===== src/rtl/display_scheduler_pkg.sv =====
// rtl/display_scheduler_pkg.sv - screen-sequencer types, layer bit indices and default frame counts
package display_scheduler_pkg;

  typedef enum logic [1:0] {
    S_START   = 2'd0,
    S_PLAY    = 2'd1,
    S_RESULT  = 2'd2,
    S_RESTART = 2'd3
  } sched_state_t;

  localparam int LAYER_START_TXT   = 0;
  localparam int LAYER_DUCK        = 1;
  localparam int LAYER_SCORE_PLAY  = 2;
  localparam int LAYER_SCORE_END   = 3;
  localparam int LAYER_RESULT      = 4;
  localparam int LAYER_RESTART_TXT = 5;

  localparam int BLINK_FRAMES_DEF  = 30;
  localparam int RESULT_FRAMES_DEF = 120;
  localparam int ROUND_FRAMES_DEF  = 3600;

  // 1024x768@60: first blanking line, first pixel of that line
  localparam logic [10:0] VL_BLANK_START = 11'd768;
  localparam logic [10:0] HCOUNT_START   = 11'd0;

  function automatic logic [5:0] layers_for(input sched_state_t s, input logic blink);
    logic [5:0] l;
    l = '0;
    case (s)
      S_START: l[LAYER_START_TXT] = blink;
      S_PLAY: begin
        l[LAYER_DUCK]       = 1'b1;
        l[LAYER_SCORE_PLAY] = 1'b1;
      end
      S_RESULT: begin
        l[LAYER_SCORE_END] = 1'b1;
        l[LAYER_RESULT]    = 1'b1;
      end
      default: begin
        l[LAYER_SCORE_END]   = 1'b1;
        l[LAYER_RESULT]      = 1'b1;
        l[LAYER_RESTART_TXT] = blink;
      end
    endcase
    return l;
  endfunction

endpackage


===== src/rtl/display_scheduler_frame_tick_gen.sv =====
// rtl/display_scheduler_frame_tick_gen.sv - registered one-cycle pulse at a fixed (vcount,hcount) point
module frame_tick_gen
  import display_scheduler_pkg::*;
#(
  parameter logic [10:0] V_MATCH = VL_BLANK_START,
  parameter logic [10:0] H_MATCH = HCOUNT_START
) (
  input  logic        clk,
  input  logic        rst_n,
  input  logic [10:0] vcount,
  input  logic [10:0] hcount,
  output logic        frame_tick
);

  logic tick_q;

  always_ff @(posedge clk or negedge rst_n) begin
    if (!rst_n) tick_q <= 1'b0;
    else        tick_q <= (vcount == V_MATCH) && (hcount == H_MATCH);
  end

  assign frame_tick = tick_q;

endmodule


===== src/rtl/display_scheduler.sv =====
// rtl/display_scheduler.sv - game screen sequencer; layer enables change only at vblank entry
// Optional round timer: define ROUND_TIMER_EN to end PLAY after ROUND_FRAMES frames.
module display_scheduler
  import display_scheduler_pkg::*;
#(
  parameter int BLINK_FRAMES  = BLINK_FRAMES_DEF,
  parameter int RESULT_FRAMES = RESULT_FRAMES_DEF,
  parameter int ROUND_FRAMES  = ROUND_FRAMES_DEF
) (
  input  logic        clk,
  input  logic        rst_n,
  input  logic [10:0] vcount,
  input  logic [10:0] hcount,
  input  logic        start_req,
  input  logic        round_over,
  input  logic        restart_req,
  output logic        frame_tick,
  output logic [1:0]  state,
  output logic [5:0]  layer_en,
  output logic        clear_scores,
  output logic [11:0] frames_left
);

  localparam int FRAME_MAX = (RESULT_FRAMES > ROUND_FRAMES) ? RESULT_FRAMES : ROUND_FRAMES;
  localparam int FCW       = $clog2(FRAME_MAX + 1);
  localparam int BCW       = $clog2(BLINK_FRAMES + 1);
  localparam logic [FCW-1:0] FRAME_SAT   = FCW'(FRAME_MAX);
  localparam logic [FCW-1:0] RESULT_LAST = FCW'(RESULT_FRAMES - 1);
  localparam logic [BCW-1:0] BLINK_LAST  = BCW'(BLINK_FRAMES - 1);

  sched_state_t   state_q, state_d;
  logic           pend_start_q, pend_start_d;
  logic           pend_over_q, pend_over_d;
  logic           pend_restart_q, pend_restart_d;
  logic [FCW-1:0] frame_cnt_q, frame_cnt_d;
  logic [BCW-1:0] blink_cnt_q, blink_cnt_d;
  logic           blink_q, blink_d;
  logic [5:0]     layer_q, layer_d;
  logic           clear_q, clear_d;
  logic           start_v, over_v, restart_v, timer_expire, changed;

  frame_tick_gen u_tick (
    .clk        (clk),
    .rst_n      (rst_n),
    .vcount     (vcount),
    .hcount     (hcount),
    .frame_tick (frame_tick)
  );

`ifdef ROUND_TIMER_EN
  logic [11:0] frames_left_q, frames_left_d;
  assign timer_expire = (frames_left_q == 12'd1);
`else
  assign timer_expire = 1'b0;
`endif

  // A request arriving in the tick cycle itself is counted for that tick
  assign start_v   = pend_start_q | start_req;
  assign over_v    = pend_over_q | round_over;
  assign restart_v = pend_restart_q | restart_req;

  always_comb begin
    state_d        = state_q;
    pend_start_d   = start_v;
    pend_over_d    = over_v;
    pend_restart_d = restart_v;
    frame_cnt_d    = frame_cnt_q;
    blink_cnt_d    = blink_cnt_q;
    blink_d        = blink_q;
    layer_d        = layer_q;
    clear_d        = 1'b0;
    changed        = 1'b0;
`ifdef ROUND_TIMER_EN
    frames_left_d  = frames_left_q;
`endif
    if (frame_tick) begin
      case (state_q)
        S_START:   if (start_v) state_d = S_PLAY;
        S_PLAY:    if (over_v || timer_expire) state_d = S_RESULT;
        S_RESULT:  if (frame_cnt_q == RESULT_LAST) state_d = S_RESTART;
        S_RESTART: if (restart_v) state_d = S_PLAY;
        default:   state_d = S_START;
      endcase
      changed        = (state_d != state_q);
      pend_start_d   = 1'b0;
      pend_over_d    = 1'b0;
      pend_restart_d = 1'b0;

      if (changed)                  frame_cnt_d = '0;
      else if (frame_cnt_q != FRAME_SAT) frame_cnt_d = frame_cnt_q + FCW'(1);

      if (changed && (state_d == S_START || state_d == S_RESTART)) begin
        blink_d     = 1'b1;
        blink_cnt_d = '0;
      end else if (blink_cnt_q == BLINK_LAST) begin
        blink_d     = ~blink_q;
        blink_cnt_d = '0;
      end else begin
        blink_cnt_d = blink_cnt_q + BCW'(1);
      end

`ifdef ROUND_TIMER_EN
      if (state_d != S_PLAY)      frames_left_d = 12'd0;
      else if (state_q != S_PLAY) frames_left_d = 12'(ROUND_FRAMES);
      else                        frames_left_d = frames_left_q - 12'd1;
`endif

      layer_d = layers_for(state_d, blink_d);
      clear_d = changed && (state_d == S_PLAY);
    end
  end

  always_ff @(posedge clk or negedge rst_n) begin
    if (!rst_n) begin
      state_q        <= S_START;
      pend_start_q   <= 1'b0;
      pend_over_q    <= 1'b0;
      pend_restart_q <= 1'b0;
      frame_cnt_q    <= '0;
      blink_cnt_q    <= '0;
      blink_q        <= 1'b1;
      layer_q        <= 6'b000001;
      clear_q        <= 1'b0;
    end else begin
      state_q        <= state_d;
      pend_start_q   <= pend_start_d;
      pend_over_q    <= pend_over_d;
      pend_restart_q <= pend_restart_d;
      frame_cnt_q    <= frame_cnt_d;
      blink_cnt_q    <= blink_cnt_d;
      blink_q        <= blink_d;
      layer_q        <= layer_d;
      clear_q        <= clear_d;
    end
  end

`ifdef ROUND_TIMER_EN
  always_ff @(posedge clk or negedge rst_n) begin
    if (!rst_n) frames_left_q <= 12'd0;
    else        frames_left_q <= frames_left_d;
  end
  assign frames_left = frames_left_q;
`else
  assign frames_left = 12'd0;
`endif

  assign state        = state_q;
  assign layer_en     = layer_q;
  assign clear_scores = clear_q;

endmodule


===== config.mk =====
export PLATFORM = sky130hd
export DESIGN_NAME = display_scheduler
export DESIGN_NICKNAME = d
export VERILOG_FILES = /design/src/rtl/display_scheduler_pkg.sv /design/src/rtl/display_scheduler_frame_tick_gen.sv /design/src/rtl/display_scheduler.sv
export SDC_FILE = /design/constraint.sdc
export NUM_CORES = 1
export LEC_CHECK = 0
export ABC_AREA = 0
export CORE_MARGIN = 3
export CORE_UTILIZATION = 28
export DETAILED_ROUTE_END_ITERATION = 8
export DONT_BUFFER_PORTS = 1
export PLACE_DENSITY = 0.43
export SYNTH_ARGS = -nofsm -noshare
export SYNTH_HDL_FRONTEND = slang
export SYNTH_SLANG_ARGS = --single-unit

===== constraint.sdc =====
create_clock -name clk -period 5.65 [get_ports clk]
set_input_delay 0.565 -clock clk [delete_from_list [all_inputs] [get_ports clk]]
set_output_delay 0.565 -clock clk [all_outputs]
set_load 0.02 [all_outputs]

After elaboration in Yosys (flattened, before gate mapping)
Cells that the tools add are included.
- register bits after elaboration: 31
- input port bits: 27
- output and inout bits: 22
- logic and storage cells: 58
- add/sub/neg operators: 2
- equality and inequality tests: 11
- mux-type cells: 20
- bitwise logic cells: 4
- reductions and logical operators: 11
- operators with widths (operator ; number):
    $mux W12 ; 2
    $mux W2 ; 7
    $add A12 B1 Y12 const B ; 1
    $eq A12 B7 Y1 const B ; 1
    $ne A12 B12 Y1 const B ; 1
    $eq A11 B10 Y1 const B ; 1
    $logic_not A11 Y1 ; 1
    $mux W5 ; 2
    $eq A2 B2 Y1 const B ; 4
    $mux W1 ; 8
    $pmux W2 S4 ; 1
    $add A5 B1 Y5 const B ; 1
    $eq A5 B5 Y1 const B ; 1
    $eq A2 B1 Y1 const B ; 2
    $logic_not A2 Y1 ; 2
    $logic_and A1 B1 Y1 ; 3
    $or A1 B1 Y1 ; 3
    $reduce_or A3 Y1 ; 1
    $ne A2 B2 Y1 ; 1
    $reduce_and A2 Y1 ; 1
    $reduce_bool A2 Y1 ; 1
    $reduce_or A2 Y1 ; 1
    $logic_or A1 B1 Y1 ; 1
    $not A1 Y1 ; 1

Depth between registers and ports, before layout
Gate-level depths: netlist of run 1.
- word-level depth: 9
- gate-level depth with buffers: 8
- gate-level depth less buffers: 8

Cells and area by module
Synthesis of run 1 repeated with hierarchy kept, for this count alone.
- cell total of the unflattened synthesis: 176
- area total of the unflattened synthesis: 1722.9 um^2
- by module, submodules not included (module ; times used ; cells an instance ; area each (um^2) ; seq. area each (um^2)):
    display_scheduler ; 1 ; 168 ; 1637.8 ; 678.2
    frame_tick_gen ; 1 ; 8 ; 85.1 ; 25.0

Worst setup path before layout of run 1
No wires, ideal clock.
- path type: input to register
- start: in start_req
- end: reg blink_cnt_q[3]
- setup time: 0.090 ns
- data arrival time: 1.871 ns
- required time: 5.560 ns
- path slack: 3.689 ns
- stages on the path: 6
- buffers on the path: 0
- cells stage by stage: or3_1 a21oi_1 a21oi_1 ha_1 a2111o_1 o221ai_1
- longest elaborated chain between the ends: 8
- elaborated cells on any way between the ends: 10
- classes of those cells: eq/ne (2); mux (4); bitwise (1); reduce/logical (3)
- ends and longest elaborated chain (element ; RTL line ; source):
    start, declared ; display_scheduler.sv:14 ; input logic start_req,
    $or A1 B1 Y1 * ; display_scheduler.sv:58 ; assign start_v = pend_start_q | start_req;
    $mux W2 * ; display_scheduler.sv:78 ; S_START: if (start_v) state_d = S_PLAY;
    $pmux W2 S4 * ; display_scheduler.sv:77 ; case (state_q)
    $mux W2 * ; display_scheduler.sv:76 ; if (frame_tick) begin
    $eq A2 B2 Y1 or $logic_not A2 Y1 (tied branches) ; display_scheduler.sv:92 ; if (changed && (state_d == S_START || state_d == S_RESTART)) begin
    $logic_or A1 B1 Y1 ; display_scheduler.sv:92 ;
    $logic_and A1 B1 Y1 * ; display_scheduler.sv:92 ;
    $mux W5 * ; display_scheduler.sv:92 ;
    end signal, assigned ; display_scheduler.sv:130 ; blink_cnt_q <= blink_cnt_d;
    end, declared ; display_scheduler.sv:36 ; logic [BCW-1:0] blink_cnt_q, blink_cnt_d;
Mark *: on every way between the ends. The rest lies on a longest branch, timed or not. The select of a mux whose other input is x is not followed.
A chain may end at the register's enable or synchronous reset.

==> metrics.txt, run 1 <==
number of port buffers=0; Worst-Margin Slew=around 0.73 ns; DR vias/cell=just under 5; Layout Area Growth over Synthesis=3.74%; Syn Inst Count=~180; Final Setup Violations=0; Avg Cell Area, Syn=9.31 um^2; Die Y=~82 um; vias=approximately 1200; most frequent cells in the layout=dfrtp_1 (26), nor2_1 (20), nand2_1 (14); number of global-route vias before repair=between 1000 and 1500; Synth warnings=0; Clock Sinks=28; CTS root buf=clkbuf_8; HPWL Detailed=2390 um; synthesized flop and latch total=28; worst slack at placement=3.41 ns; post-route ant nets=0; sequential fraction of the synthesis area=between 40% and 50%; first-pass GRT wire length=about 5200 um; Highest Clock Rate=445 MHz; core area=between 0.005 and 0.006 mm^2; die area=just under 0.007 mm^2; Crit Path Max Fanout=11; top sig layer=met4; Core Rows=27; routed wl met3=just over 300 um; Post-Route WL=between 3000 and 4000 um; crit path DAT=between 2 and 2.5 ns; post-layout min period=about 2.2 ns; drt first pass iters=4; Final Max Tran Viols=0; Residual DRC=0; CP Class=reg -> reg; initial antenna violation count=0; crit end category=flip-flop; GPL Wtd Cong=approximately 0.8; clock latency on the worst-skew pair=about 0.27 ns; Max-Cap Viols=0; Netlist cell types=42; aggregate global routing overflow=0; Worst Hold Class=in -> async; Nets=about 210; crit share post-route=39.8%; RSZ-0062 raised after global routing=no; Sequential Area=approximately 700 um^2; clock-pin slew on the worst setup and hold paths=~0.090 ns; TritonCTS clock tree=yes; DR WL met2=between 1000 and 1500 um; initial core utilization=29.4%; clock buffer depth=2; IO Pins=roughly 50; most common cell after layout, fill and taps aside=dfrtp_1; largest net degree at the start of global routing=27; setup bufs post-CTS=0; FILL cells=roughly 600; worst setup margin=roughly 3.4 ns; Pwr Density=189 mW/mm^2; Post-CTS Resized=0; Worst Path Required=5.84 ns; # H-tree levels=1; ANT cells=0; outcome=finished, final reports clean; total CTS buffers=3; WL/cell=between 10 and 15 um; Hold Violations, Final=0; Startpoint Class=flip-flop; clk_skew=0.00255 ns; Peak VDD IR=between 0.07 and 0.08 mV; GRT Overall Usage=9.97%; Lkg Pwr=0.649 nW; Mapped Area=between 0.0015 and 0.002 mm^2; relative slew slack=between 50% and 60%; M1 wire length=between 1000 and 1500 um; Die W=82.5 um; setup TNS=0 ns; initial DRC count=62; # hold bufs at CTS=1; multi-input logic area=803 um^2; share of cells above drive strength 1=between 5 and 6%
## routing by layer
metal | global-route usage, % | up-vias
met3 | 2.39 | 2
met5 | 0 | -
met2 | 17.0 | 55
li1 | - | 582
met4 | 4.15 | 0
met1 | 11.9 | 541
## cells in the mapped netlist
cell type | n | area, um^2
o211ai_1 | 1 | 7.51
a31oi_1 | 2 | 12.5
dfrtp_1 | 26 | 651
nor4_1 | 6 | 37.5
ha_1 | 7 | 87.6
nor2b_1 | 1 | 6.26
conb_1 | 1 | 3.75
buf_1 | 3 | 11.3
nor4bb_1 | 2 | 20.0
a22o_1 | 2 | 17.5
nand3_1 | 8 | 40.0
xor2_1 | 8 | 70.1
nor3_1 | 1 | 5.00
dfstp_2 | 2 | 52.6
and4_1 | 2 | 17.5
and2_1 | 1 | 6.26
o2111ai_1 | 1 | 8.76
o2bb2ai_1 | 2 | 17.5
nand2b_1 | 2 | 12.5
and4b_1 | 1 | 10.0
a2111o_1 | 1 | 11.3
o21ai_1 | 2 | 10.0
a211o_1 | 1 | 8.76
buf_4 | 15 | 113
a21o_1 | 2 | 15.0
nor2_1 | 20 | 75.1
xnor2_1 | 1 | 8.76
nand4bb_1 | 1 | 11.3
nand2_1 | 14 | 52.6
or3_1 | 3 | 18.8
and3_1 | 4 | 25.0
clkbuf_1 | 2 | 7.51
buf_6 | 1 | 11.3
nand4_1 | 3 | 18.8
o21ai_0 | 4 | 20.0
a32o_1 | 1 | 10.0
o221ai_1 | 1 | 8.76
inv_1 | 8 | 30.0
o31ai_1 | 1 | 7.51
a21oi_1 | 8 | 40.0
mux2_2 | 3 | 33.8
o22ai_1 | 1 | 6.26
## sequential cells by signal (all words and copies together), names as in the netlist
| signal | cells |
|---|---|
| layer_en | 4 |
| u_tick.frame_tick | 1 |
| pend_over_q | 1 |
| blink_cnt_q | 5 |
| frame_cnt_q | 12 |
| blink_q | 1 |
| clear_scores | 1 |
| state | 1 |
| pend_restart_q | 1 |
| pend_start_q | 1 |
## worst max-delay path, stage by stage (launching register included)
cell and delay (ns):
dfrtp_1 0.67, nor2b_1 0.28, and4_1 0.21, or3_1 0.47, a2111o_1 0.46, o221ai_1 0.07
## through the flow
step	hold slack (ns)	util [%]	area, um^2	std cells	total power, W
finish	0.102	30.5	1700	244	0.000322
detailed placement	0.270	29.3	1630	239	0.000212
global route	0.0901	30.5	1700	244	0.000339
global placement	0.270	29.3	1630	239	0.000212
CTS	0.0970	30.5	1700	244	0.000330
floorplan	0.269	-	1680	187	0.000219
## path summary, 6_finish.rpt
path	cells past startpoint	slack (ns)	endpoint	from
setup reg to reg	5	3.40	blink_cnt_q[3]	layer_en[4]
hold reg to reg	2	0.51	pend_start_q	pend_start_q
min in group clk	1	0.37	u_tick.frame_tick	vcount[7]
max in group asynchronous	1	5.40	blink_cnt_q[3]	rst_n
setup / recovery	5	3.40	blink_cnt_q[3]	layer_en[4]
hold / removal	1	0.10	frame_cnt_q[10]	rst_n
## logic make-up after synthesis
logic type,synth area share [%]
other,0.229
muxes,2.06
xor gates and xnor gates,4.81
buffers and inverters,10.5
adders and majority gates,5.35
AOI/OAI and AO/OA,12.3
and+or+nand+nor,21.8
DFF,42.9
## layout make-up
cell class	instances	share of cell area [%]
Inverter	8	1.77
Timing Repair Buffer	2	1.62
Clock buffer	4	2.65
Tap cell	72	5.30
Multi-Input combinational cell	130	47.3
Sequential cell	28	41.4
## power by group
part           leakage (nW)  internal [W]  switching [W]  total [W]
Sequential            0.285      0.000200   0.0000000525   0.000200
Combinational         0.341    0.00000224      0.0000110  0.0000133
Clock                0.0228     0.0000504      0.0000576   0.000108
No activity file was read; power rests on OpenSTA's default activity.
==> run 2, diff against run 1 <==
==> constraint.sdc (replaced) <==
create_clock -name clk -period 2.3 [get_ports clk]
set_input_delay 0.23 -clock clk [delete_from_list [all_inputs] [get_ports clk]]
set_output_delay 0.23 -clock clk [all_outputs]
set_load 0.02 [all_outputs]
==> run 2 against run 1 <==
Flip-flop and latch count did not move. Critical path type unchanged. Global-route usage rose by 0.40 points. Combinational power rose to 2.6 times the previous value. Wire length rose by 0.81%. Sequential share of layout area fell by 1.4 points.
==> metrics.txt, run 2 (same netlist as run 1, synthesis figures left out) <==
outcome=finished, final reports clean; crit share post-route=90.7% (+51 points); clock buffer depth=2 (unchanged); Worst Path Required=2.49 ns (-3.35 ns); relative slew slack=63.7% (+13 points); Pwr Density=470 mW/mm^2 (+150%); initial core utilization=29.4% (unchanged); routed wl met3=275 um (-12%); core area=0.00557 mm^2 (unchanged); crit end category=flip-flop; clk_skew=0.00445 ns (+0.00190 ns); TritonCTS clock tree=yes; setup TNS=0 ns (unchanged); CTS root buf=clkbuf_8; Final Setup Violations=0 (unchanged); Clock power frac=36.2% (+2.6 points); first-pass GRT wire length=5490 um (+5.4%); die area=0.00680 mm^2 (unchanged); Crit Path Max Fanout=5 (-6); Startpoint Class=flip-flop; number of global-route vias before repair=1274 (+9.0%); Peak VDD IR=0.195 mV (+170%); crit path DAT=2.28 ns (-0.15 ns); GRT Overall Usage=10.4% (+0.40 points); CP Class=reg -> reg; number of port buffers=0 (unchanged); aggregate global routing overflow=0 (unchanged); vias=1217 (+3.1%); max reg flops=12 (unchanged); DR vias/cell=4.87 (+0.66%); largest net degree at the start of global routing=29 (+7.4%); combinational power share=4.2% (about the same); ANT cells=0 (unchanged); GPL Wtd Cong=0.796 (-0.50%); clock latency on the worst-skew pair=0.27 ns (about the same); DR WL met2=1520 um (+4.0%); initial antenna violation count=0 (unchanged); post-layout min period=2.09 ns (-0.162 ns); Hold Violations, Final=0 (unchanged); Nets=213 (+2.9%); drt first pass iters=4 (unchanged); Reg with most FFs=frame_cnt_q; initial DRC count=47 (-24%); Flop pwr share=59.6% (-2.7 points); total CTS buffers=3 (unchanged); WL/cell=13.0 um (-1.6%); Sw Ratio=21.1% (-0.24 points); IO Pins=49 (unchanged); # H-tree levels=1 (unchanged); Max-Cap Viols=0 (unchanged); Clock Sinks=28 (unchanged); Worst-Margin Slew=0.545 ns (-0.188 ns); most common cell after layout, fill and taps aside=dfrtp_1; Highest Clock Rate=479 MHz (+7.8%); Lkg Pwr=0.685 nW (+5.6%); Die W=82.5 um (unchanged); share of cells above drive strength 1=8.99% (+3.2 points); Die Y=82.5 um (unchanged); clock-pin slew on the worst setup and hold paths=0.09 ns (about the same); Post-Route WL=3240 um (+0.81%); internal power=0.000652 W (+160%); post-route ant nets=0 (unchanged); Power Total=0.000826 W (+160%); RSZ-0062 raised after global routing=no; Layout Area Growth over Synthesis=7.26%; Core Rows=27 (unchanged); FILL cells=586 (-1.3%); top sig layer=met4; sw power=0.000174 W (+150%); Final Max Tran Viols=0 (unchanged); M1 wire length=1390 um (-1.4%); setup bufs post-CTS=0 (unchanged); Residual DRC=0 (unchanged); most frequent cells in the layout=dfrtp_1 (26), nor2_1 (20), nand2_1 (14); HPWL Detailed=2450 um (+2.6%); Worst Hold Class=in -> reg
-- run 2: path summary, 6_finish.rpt --
kind | cells past startpoint | end | startpoint | slack [ns]
min reg2reg | 2 | pend_over_q | pend_over_q | 0.50
max reg2reg | 7 | blink_cnt_q[3] | frame_cnt_q[1] | 0.21
max in group asynchronous | 2 | blink_q | rst_n | 1.68
min | 1 | u_tick.frame_tick | vcount[4] | 0.02
max | 7 | blink_cnt_q[3] | frame_cnt_q[1] | 0.21
min in group asynchronous | 2 | frame_cnt_q[3] | rst_n | 0.39
-- run 2: layout make-up --
class                      instances  area [um^2]  area share [%]
timing repair buffer               8         75.1            4.27
clock buffer                       4         55.1            3.13
tap                               72         90.1            5.13
multi-input combinational        130          803            45.7
inverter                           8         30.0            1.71
sequential                        28          703            40.0
-- run 2: timing repair --
item	in CTS	in global routing
hold buffers	2	0
gates resized for setup	0	0
endpoints found under the hold margin	28	0
-- run 2: power by group through the flow --
stage	clock network, W	registers (W)	logic, W
floorplan	0	0.000502	0.0000351
global placement	0	0.000502	0.0000196
detailed placement	0	0.000502	0.0000197
CTS	0.000316	0.000492	0.0000356
global route	0.000335	0.000493	0.0000386
finish	0.000299	0.000492	0.0000350
-- run 2: metal layers --
metal  global-route usage, %  up-vias
met5                       0        -
met4                    3.99        0
met3                    2.06        7
met2                    18.3       63
met1                    12.2      557
li1                        -      590
-- run 2: stage by stage --
step	cells	setup WS, ns	hold WS (ns)	cell area, um^2	util, %
2_1_floorplan	187	0.345	-0.0656	1680	-
3_3_place_gp	244	0.305	-0.0646	1670	30.0
3_5_place_dp	244	0.237	-0.0645	1670	30.0
4_1_cts	250	0.206	0.0154	1760	31.5
5_1_grt	250	0.0424	0.0143	1760	31.5
6_report	250	0.214	0.0207	1760	31.5
-- run 2: critical path, cell delays in order, from the launching register on --
cell and delay (ns):
dfrtp_1 0.39, ha_1 0.22, nor4bb_1 0.29, nand3_1 0.14, a21oi_1 0.19, ha_1 0.31
a2111o_1 0.38, o221ai_1 0.07
==> run 3, diff against run 2 <==
--- a/config.mk
+++ b/config.mk
@@ -10,7 +10,7 @@
 export CORE_UTILIZATION = 28
 export DETAILED_ROUTE_END_ITERATION = 8
 export DONT_BUFFER_PORTS = 1
-export PLACE_DENSITY = 0.43
+export PLACE_DENSITY = 0.4
 export SYNTH_ARGS = -nofsm -noshare
 export SYNTH_HDL_FRONTEND = slang
 export SYNTH_SLANG_ARGS = --single-unit
==> run 3 against run 2 <==
Sequential power about the same. Register-to-register slack about the same. Cell count is 0.40% lower.
==> metrics.txt, run 3 (same netlist as run 1, synthesis figures left out) <==
outcome=finished, final reports clean; HPWL Detailed=2440 um (-0.70%); aggregate global routing overflow=0 (unchanged); Core Rows=27 (unchanged); initial DRC count=37 (-21%); setup TNS=0 ns (unchanged); most common cell after layout, fill and taps aside=dfrtp_1; Crit Path Max Fanout=5 (unchanged); DR vias/cell=4.89 (+0.48%); Final Max Tran Viols=0 (unchanged); crit path DAT=2.28 ns (about the same); r2r setup slk=0.21 ns (about the same); CP Class=reg -> reg; TritonCTS clock tree=yes; Highest Clock Rate=479 MHz (-0.11%); Reg with most FFs=frame_cnt_q; GR Layer Usage met1=11.3% (-0.89 points); clock buffer depth=2 (unchanged); GR Layer Usage met3=1.63% (-0.43 points); Residual DRC=0 (unchanged); IO Pins=49 (unchanged); Lkg Pwr=0.680 nW (-0.80%); first-pass GRT wire length=5060 um (-7.8%); crit end category=flip-flop; Worst Path Required=2.49 ns (about the same); FF-to-FF End=blink_cnt_q[3]; Worst Hold Class=in -> reg; Nets=212 (-0.47%); Max-Cap Viols=0 (unchanged); most frequent cells in the layout=dfrtp_1 (26), nor2_1 (20), nand2_1 (14); Most Used Layer, Global Route=met2; worst slack at placement=0.209 ns (-0.0277 ns); RSZ-0062 raised after global routing=no; Startpoint Class=flip-flop; Post-CTS Resized=0 (unchanged); worst setup margin=0.212 ns (-0.00226 ns); GPL Wtd Cong=0.730 (-8.3%); die area=0.00680 mm^2 (unchanged); Post-Route WL=3250 um (+0.22%); setup bufs post-CTS=0 (unchanged); Crit. Startpoint=frame_cnt_q[1]; # hold bufs at CTS=2 (unchanged); number of port buffers=0 (unchanged); Peak VDD IR=0.198 mV (+1.5%); # H-tree levels=1 (unchanged); Hold Violations, Final=0 (unchanged); post-layout min period=2.09 ns (+0.00226 ns); min-delay src=vcount[4]; clock-pin slew on the worst setup and hold paths=0.09 ns (about the same); Pwr Density=476 mW/mm^2 (+1.2%); number of global-route vias before repair=1161 (-8.9%); Critical Path End=blink_cnt_q[3]; GRT Overall Usage=9.81% (-0.56 points); Final Setup Violations=0 (unchanged); share of cells above drive strength 1=8.47% (-0.51 points); max reg flops=12 (unchanged); vias=1218 (+0.082%); crit share post-route=90.8% (+0.098 points); clk_skew=0.00417 ns (-0.000284 ns); clock latency on the worst-skew pair=0.28 ns (about the same); critical register-to-register path startpoint=frame_cnt_q[1]; Die W=82.5 um (unchanged); post-route ant nets=0 (unchanged); initial core utilization=29.4% (unchanged); FILL cells=582 (-0.68%); initial antenna violation count=0 (unchanged); core area=0.00557 mm^2 (unchanged); largest net degree at the start of global routing=29 (unchanged); CTS root buf=clkbuf_8; total CTS buffers=3 (unchanged); ANT cells=0 (unchanged); drt first pass iters=4 (unchanged); Clock Sinks=28 (unchanged); Die Y=82.5 um (unchanged); WL/cell=13.0 um (+0.62%); Layout Area Growth over Synthesis=6.80%; GR met2 Demand/Resource=17.5% (-0.88 points); Register-to-Register Path Depth=7 (unchanged)
==> run 3: cell types whose count changed in the layout (fill, tap and decap cells not counted), sizes merged <==
cell	delta
buf	-1
==> run 3: area by class of cell <==
type / instances / area [um^2] / share of cell area [%]
repair buffers: 7 / 67.6 / 3.86
multi-input cells: 130 / 803 / 45.9
clock buffers: 4 / 55.1 / 3.15
well taps: 72 / 90.1 / 5.15
inverters: 8 / 30.0 / 1.72
flip-flops and latches: 28 / 703 / 40.2
==> run 3: worst min-delay path by stage <==
| stage | slack, ns | cells past startpoint | endpoint |
|---|---|---|---|
| 4_1_cts | 0.01 | 1 | u_tick.frame_tick |
| 3_3_place_gp | -0.06 | 0 | pend_over_q |
| 6_report | 0.02 | 1 | u_tick.frame_tick |
| 5_1_grt | 0.01 | 1 | u_tick.frame_tick |
| 3_5_place_dp | -0.06 | 0 | pend_over_q |
| 2_1_floorplan | -0.07 | 0 | blink_cnt_q[0] |
==> run 3: through the flow <==
stage          total power (W)  util [%]  std cells  hold WS, ns  cell area (um^2)
3_3_place_gp          0.000522      29.9        243      -0.0649              1660
3_5_place_dp          0.000522      29.9        243      -0.0648              1660
4_1_cts               0.000850      31.4        249       0.0126              1750
2_1_floorplan         0.000537         -        187      -0.0656              1680
5_1_grt               0.000876      31.4        249       0.0142              1750
6_report              0.000833      31.4        249       0.0209              1750
==> run 3: per-layer routing <==
metal,up-vias,part of all wire (%)
li1,588,-
met1,571,43
met2,54,47
met3,5,8.0
met4,0,2.0
met5,-,0
==> run 3: where the power goes <==
group	internal [W]	leakage, nW	switching, W
Combinational	0.00000654	0.366	0.0000283
Sequential	0.000492	0.285	0.000000139
Clock	0.000153	0.0288	0.000152
Total	0.000652	0.680	0.000181
==> run 3: worst max-delay path, cell delays in order (launching register included) <==
cell and delay [ns]:
dfrtp_1 0.40, ha_1 0.22, nor4bb_1 0.30, nand3_1 0.14, a21oi_1 0.19, ha_1 0.31, a2111o_1 0.38, o221ai_1 0.07
